File: src/rtl/mig_write_packer_pkg.sv
// Shared types and constants for the MIG write packer: app command codes,
// FSM state encoding and the latched write command.
package mig_write_packer_pkg;

    localparam logic [2:0] APP_CMD_WRITE = 3'b000;
    localparam logic [2:0] APP_CMD_READ  = 3'b001;

    typedef enum logic [1:0] {
        ST_IDLE  = 2'd0,
        ST_FILL  = 2'd1,
        ST_ISSUE = 2'd2
    } wp_state_t;

    typedef struct packed {
        logic [31:0] addr;
        logic [31:0] len;
    } mem_wcmd_t;

endpackage

File: src/rtl/mig_write_packer.sv
// Packs a 32-bit write word stream into 128-bit byte-masked MIG beats, one
// app_cmd WRITE plus one app_wdf beat per beat address.
module mig_write_packer
    import mig_write_packer_pkg::*;
#(
    parameter int ADDR_WIDTH = 28,
    parameter int DATA_WIDTH = 128,
    parameter int WORD_WIDTH = 32
) (
    input  logic                    clk,
    input  logic                    reset_n,
    input  logic                    init_calib_complete,
    input  logic [63:0]             cmd_data,
    input  logic                    cmd_valid,
    output logic                    cmd_ready,
    input  logic [WORD_WIDTH-1:0]   wr_data,
    input  logic                    wr_valid,
    output logic                    wr_ready,
    output logic                    app_en,
    input  logic                    app_rdy,
    output logic [2:0]              app_cmd,
    output logic [ADDR_WIDTH-1:0]   app_addr,
    output logic                    app_wdf_wren,
    input  logic                    app_wdf_rdy,
    output logic [DATA_WIDTH-1:0]   app_wdf_data,
    output logic [DATA_WIDTH/8-1:0] app_wdf_mask,
    output logic                    app_wdf_end,
    output logic                    busy,
    output logic                    done,
    output logic [1:0]              fsm_state
);

    localparam int LANES      = DATA_WIDTH / WORD_WIDTH;
    localparam int LANE_BITS  = $clog2(LANES);
    localparam int MASK_W     = DATA_WIDTH / 8;
    localparam int WORD_BYTES = WORD_WIDTH / 8;

    // Handshake rule for every port pair here: a transfer happens on a rising
    // edge where valid (or en/wren) and ready (or rdy) are both high.

    wp_state_t             state, state_next;
    mem_wcmd_t             cur;
    logic [DATA_WIDTH-1:0] pack_data;
    logic [MASK_W-1:0]     pack_mask;
    logic [ADDR_WIDTH-1:0] beat_addr;
    logic                  cmd_ok, data_ok;
    logic                  done_q;
    logic [LANE_BITS-1:0]  lane;
    logic                  cmd_fire, word_fire, beat_done;

    assign lane = cur.addr[LANE_BITS-1:0];

    always_comb begin
        state_next   = state;
        cmd_ready    = 1'b0;
        wr_ready     = 1'b0;
        app_en       = 1'b0;
        app_wdf_wren = 1'b0;
        cmd_fire     = 1'b0;
        word_fire    = 1'b0;
        beat_done    = 1'b0;
        case (state)
            ST_IDLE: begin
                // Gated by reset_n so cmd_ready reads 0 while reset is held.
                cmd_ready = init_calib_complete && reset_n;
                cmd_fire  = cmd_valid && cmd_ready;
                if (cmd_fire && (cmd_data[31:0] != 32'd0))
                    state_next = ST_FILL;
            end
            ST_FILL: begin
                wr_ready  = 1'b1;
                word_fire = wr_valid;
                if (word_fire && ((lane == LANE_BITS'(LANES - 1)) || (cur.len == 32'd1)))
                    state_next = ST_ISSUE;
            end
            ST_ISSUE: begin
                app_en       = !cmd_ok;
                app_wdf_wren = !data_ok;
                beat_done    = (cmd_ok || app_rdy) && (data_ok || app_wdf_rdy);
                if (beat_done)
                    state_next = (cur.len == 32'd0) ? ST_IDLE : ST_FILL;
            end
            default: state_next = ST_IDLE;
        endcase
    end

    always_ff @(posedge clk or negedge reset_n) begin
        if (!reset_n) begin
            state     <= ST_IDLE;
            cur       <= '0;
            pack_data <= '0;
            pack_mask <= '1;
            beat_addr <= '0;
            cmd_ok    <= 1'b0;
            data_ok   <= 1'b0;
            done_q    <= 1'b0;
        end else begin
            state  <= state_next;
            done_q <= 1'b0;
            if (cmd_fire) begin
                cur <= mem_wcmd_t'(cmd_data);
                if (cmd_data[31:0] == 32'd0)
                    done_q <= 1'b1;
            end
            if (word_fire) begin
                pack_data[lane*WORD_WIDTH +: WORD_WIDTH] <= wr_data;
                pack_mask[lane*WORD_BYTES +: WORD_BYTES] <= '0;
                // A fully set mask means this is the first word of the beat.
                if (pack_mask == '1)
                    beat_addr <= ADDR_WIDTH'({cur.addr >> LANE_BITS, 3'b000});
                cur.addr <= cur.addr + 32'd1;
                cur.len  <= cur.len - 32'd1;
            end
            if (state == ST_ISSUE) begin
                if (beat_done) begin
                    cmd_ok    <= 1'b0;
                    data_ok   <= 1'b0;
                    pack_mask <= '1;
                    pack_data <= '0;
                    if (cur.len == 32'd0)
                        done_q <= 1'b1;
                end else begin
                    if (app_rdy)
                        cmd_ok <= 1'b1;
                    if (app_wdf_rdy)
                        data_ok <= 1'b1;
                end
            end
        end
    end

    assign app_cmd      = APP_CMD_WRITE;
    assign app_addr     = beat_addr;
    assign app_wdf_data = pack_data;
    assign app_wdf_mask = pack_mask;
    assign app_wdf_end  = app_wdf_wren;
    assign busy         = (state != ST_IDLE);
    assign done         = done_q;
    assign fsm_state    = state;

endmodule

File: config.mk
export PLATFORM = sky130hd
export DESIGN_NAME = mig_write_packer
export DESIGN_NICKNAME = d
export VERILOG_FILES = /design/src/rtl/mig_write_packer_pkg.sv /design/src/rtl/mig_write_packer.sv
export SDC_FILE = /design/constraint.sdc
export NUM_CORES = 1
export LEC_CHECK = 0
export CELL_PAD_IN_SITES_DETAIL_PLACEMENT = 1
export CELL_PAD_IN_SITES_GLOBAL_PLACEMENT = 1
export CORE_UTILIZATION = 39
export DETAILED_ROUTE_END_ITERATION = 7
export PLACE_DENSITY_LB_ADDON = 0.08
export SYNTH_ARGS = -nofsm -noshare
export SYNTH_HDL_FRONTEND = slang
export SYNTH_SLANG_ARGS = --single-unit
File: constraint.sdc
create_clock -name clk -period 6.45 [get_ports clk]
set_input_delay 0.9675 -clock clk [delete_from_list [all_inputs] [get_ports clk]]
set_output_delay 0.9675 -clock clk [all_outputs]
set_load 0.01 [all_outputs]
After elaboration in Yosys (flattened, before gate mapping):

Index checks and enable logic that the tools add are counted.

* add/sub/neg operators: 4
* multiply operators: 0
* divide/modulo/power cells: 0
* $lt $le $gt $ge: 0
* equality and inequality tests: 8
* shift operators: 4
* mux-type cells: 31
* bitwise operators: 0
* reduce and logical (&&, ||, !) cells: 22

Operator list (number)
* 128-bit 2-to-1 mux: 3
* 128-bit bitwise mux: 1
* 64-bit 2-to-1 mux: 2
* 32-bit by 34-bit variable shift with 128-bit output (first input constant): 1
* 32-bit by 34-bit variable part select with 128-bit output: 1
* 32-bit zero test: 2
* 16-bit 2-to-1 mux: 3
* 4-bit negator with 34-bit output: 1
* 7-bit negator with 34-bit output: 1
* 4-bit by 34-bit variable shift with 16-bit output (first input constant): 1
* 4-bit by 34-bit variable part select with 16-bit output (first input constant): 1
* 32-bit by 1-bit adder with 32-bit output (second input constant): 1
* 32-bit by 1-bit == test with 1-bit output (second input constant): 1
* 32-bit nonzero test: 1
* 32-bit by 1-bit subtractor with 32-bit output (second input constant): 1
* 1-bit 2-to-1 mux: 17
* 16-bit bitwise mux: 1
* 16-bit == test (second input constant): 1
* 2-bit nonzero test: 4
* 2-bit 2-to-1 mux: 3
* 2-bit inequality test (second input constant): 3
* 2-bit case mux with 3 select lines: 1
* 2-bit AND reduction: 3
* 1-bit logical AND: 5
* other kinds (6): 10

* flip-flop bits (word level): 238
* bits in latches: 0
* RAM bits: 0
* bits in read-only memories: 0
* input bits: 103
* output and inout bits: 184
* word-level logic and storage cells: 78
* memories kept: 0

Logic depth before layout (Yosys ltp):

* depth in word-level cells: 7
* gate-level depth with buffers: 8
* mapped depth without buffers: 6

Worst setup path before layout:

Ideal clock, no wire load.

* path kind: input -> register
* start point: input port wr_valid
* end point: register cur[23] (netlist name)
* setup time: 124 ps
* data arrival time: 2202 ps
* required time: 6326 ps
* path slack: 4124 ps
* cell stages on the path: 6
* buffers on the path: 3
* cells stage by stage: and3b_1 > clkbuf_1 > clkbuf_1 > buf_1 > a31oi_1 > a211o_1

* word-level cells in the longest chain between the ends: 2
* elaborated cells between the ends (all ways): 3
* classes of those cells: 2 x mux; 1 x reduce/logical

RTL lines
* from (decl): line mig_write_packer.sv:17 `input logic wr_valid,`
* 1-bit 2-to-1 mux (*): line mig_write_packer.sv:62 `case (state)`
* 64-bit 2-to-1 mux / 2-bit nonzero test (equally long branches)
* to (signal assigned): line mig_write_packer.sv:101 `cur <= mem_wcmd_t'(cmd_data);`
* to (decl): line mig_write_packer.sv:42 `mem_wcmd_t cur;`

Every way passes the cells marked *; elsewhere a longest branch is shown, timed or not.
A chain may end at the register's enable or synchronous reset.

Worst setup path after layout:

* start point: input port init_calib_complete
* end point: output port cmd_ready

* word-level cells in the longest chain between the ends: 2

RTL lines
* from (decl): line mig_write_packer.sv:12 `input logic init_calib_complete,`
* 1-bit logical AND: line mig_write_packer.sv:65 `cmd_ready = init_calib_complete && reset_n;`
* 1-bit 2-to-1 mux: line mig_write_packer.sv:62
* to (decl): line mig_write_packer.sv:15 `output logic cmd_ready,`

No other way between the ends.

==> results.toml <==
[run_status]
status = "finished clean"

[yosys]
syn_avg_cell_area_um2 = 9.50
synth.distinct_cells = 65
synth_flop_cell = "dfrtp_1"
seq_area_frac_synth_pct = 54.8
synth-edff-count = 0
ys_ff_latch = 233
synth_cells = 1123
async_reset_ff_share_pct = 100
ys_warn_count = 0
synth_area_um2 = 10700

[job]
max-cap-violations = 0

[setup_path]
endpoint_kind = "output pin"
cp_data_arrival_time_ns = 2.18
crit_start = "init_calib_complete"
crit_required_ns = 5.48
crit_fanout = 2
path_class = "input pin to output pin"
critical_path.slowest_cell = "clkdlybuf4s50_1"
crit_chain = "clkdlybuf4s50_1 > nand2_1 > nor2_1 > clkdlybuf4s50_1"
timing.critical_path.buf_inv = 2
critPathTopFamily = "buffers and inverters"
max_stage_delay_ns = 0.55
reg2reg_to = "cur[19]"
worstRegToRegCells = 7
critPathLaunchType = "input pin"
rrSetupSlack_ns = 3.77
r2r-start = "fsm_state[1]"
critPathMostFrequentCell = "clkdlybuf4s50_1"

[grt]
met1_usage_pct = 33.4
grtUsageMet3_pct = 7.02
met2_usage_pct = 44.1
grt_pass1_wl_um = 58800
grt_max_degree = 77
grt_pass1_vias = 10300
top_usage_layer = "met2"
antenna_found_initial = 2
grt.total_usage_pct = 26.4
grt_overflow = 0

[cts]
path_clk_slew_ns = 0.06
clk_latency_ns = 0.55
cts_buffers = 28
ctsHoldBuffers = 0
cts_buffer_depth = 3
cts-resized-gates = 0
htreeDepth = 1
postCtsSetupBuffers = 0
cts_sinks = 233
root_buffer = "clkbuf_16"
tritoncts = "done"

[timing]
fin_crit_sh_pct = 48.7
fin_setup_tns_ns = 0
tightest_slew_ns = 0.893
min_period_ns = 3.14
setup_ws_ns = 3.31
final.setup_skew_ns = 0.0180
setup-violations-final = 0
slew_viol_final = 0
max_clock_freq_mhz = 318
slew_headroom_pct = 39.9
hold_violations = 0
rsz0062_at_grt = "false"

[layout]
drive_gt1_share_pct = 9.44
fillers = 2987
mostFrequentLayoutCells = "clkdlybuf4s50_1, dfrtp_1, nand2_1"
mostFrequentLayoutCell = "clkdlybuf4s50_1"
finalNonFillerCells = 1730
area_delta_synth_final_pct = 38.7
layout.nets = 1475

[floorplan]
fp.coreArea_um2 = 26900
num_rows = 60
die_x_um = 167
chipHeight_um = 167
start_util_pct = 39.7
ioPinCount = 287
die_area_um2 = 28000

[power_and_ir_drop]
pwr-share-seq_pct = 35.5
pwr-share-comb_pct = 39.0
power_density_nw_per_um2 = 486
p_int_uw = 4540
p_leak_uw = 0.00623
switching_power_uw = 2650
clkPwrFrac_pct = 25.6
irDropWorstVdd_mv = 0.229
p_sw_share_pct = 36.9

[place]
place_ws_ns = 2.89
port_buffers = 275
place_congestion = 0.812
hpwl_um = 24100
post-place-cells = 1677

[route]
wl_um = 36700
drt_pre_antenna_iters = 4
vias = 9765
via_per_inst = 5.64
drtAntennaViolNets = 0
avgRoutedWirePerCell_um = 21.2
drt_iter0_drc = 644
drc = 0

[min_path]
hp-class = "input pin to asynchronous set/reset pin"
per-layer routing:
| metal | share of wire, % | routed length (um) |
|---|---|---|
| met1 | 42 | 15300 |
| met2 | 48 | 17600 |
| met3 | 7.0 | 2570 |
| met4 | 3.2 | 1180 |
| met5 | 0.035 | 13 |
logic make-up (layout without fill, tap and decap cells):
group,count (synthesis),in the layout,synth area share (%)
AND/OR/NAND/NOR,488,488,22.5
AO/OA/AOI/OAI,265,265,15.3
flip-flops,233,233,54.8
buffers and inverters,104,364,3.98
multiplexers,26,26,2.69
adder cells (fa/ha/maj),6,6,0.704
other,1,7,0.0351
state kept, by name, summed over array words and instances, names as in the netlist:
name	count
fsm_state	2
done	1
app_addr	25
cmd_ok	1
app_wdf_mask	16
app_wdf_data	128
cur	59
data_ok	1
Yosys cell counts, types with 5 or more instances:
cell type  count  share of area, %
nand3_1      164               7.7
or3_1          6              0.35
clkbuf_1      79               2.8
nand2_1      190               6.7
and2_1         7              0.41
o311ai_1       6              0.49
dfstp_2       16               3.9
buf_4          7              0.49
a221o_1       10              0.94
mux2i_1        5              0.47
o21ai_0       17              0.80
a21oi_1      140               6.6
a22oi_1        9              0.63
o211ai_1      21               1.5
nor4_1        17               1.0
a21o_1        20               1.4
mux2_2        19               2.0
nand4_1       15              0.88
nor2_1        30               1.1
nor3_1        23               1.1
dfrtp_1      217                51
inv_1         13              0.46
ha_1           6              0.70
o21ai_1       10              0.47
per-stage QoR:
stage | power [uW] | instance area, um2 | hold slack [ns] | util (%)
after detailed placement | 5380 | 13700 | 0.470 | 51.0
final | 7200 | 14800 | 0.335 | 55.1
after CTS | 7270 | 14800 | 0.341 | 55.1
after global placement | 5280 | 13700 | 0.465 | 51.0
after global routing | 7610 | 14800 | 0.365 | 55.1
after floorplan | 3860 | 10700 | 0.485 | -
worst max path at each step:
| stage | to | slack (ns) | cells past startpoint |
|---|---|---|---|
| 2_1_floorplan | cur[23] | 4.12 | 6 |
| 3_3_place_gp | cur[19] | 2.92 | 8 |
| 3_5_place_dp | cur[24] | 2.89 | 8 |
| 4_1_cts | cmd_ready | 3.29 | 4 |
| 5_1_grt | cur[19] | 3.23 | 8 |
| 6_report | cmd_ready | 3.31 | 4 |
layout make-up:
type                       instances  area (um2)  area share (%)
antenna                            1        2.50          0.0169
clock buffer                      31         742            5.01
clock inverter                    21         349            2.36
inverter                          13        48.8           0.330
multi-input combinational        791        4450            30.0
sequential                       233        5850            39.5
tap                              341         427            2.88
timing repair buffer             299        2940            19.8
power groups by stage:
stage / registers (uW) / clock network, uW / logic, uW
after global placement: 2530 / 0 / 2750
after global routing: 2640 / 1930 / 3040
final: 2550 / 1840 / 2800
after detailed placement: 2560 / 0 / 2820
after CTS: 2560 / 1880 / 2840
after floorplan: 2660 / 0 / 1200
Power figures use the tool's default switching activity.
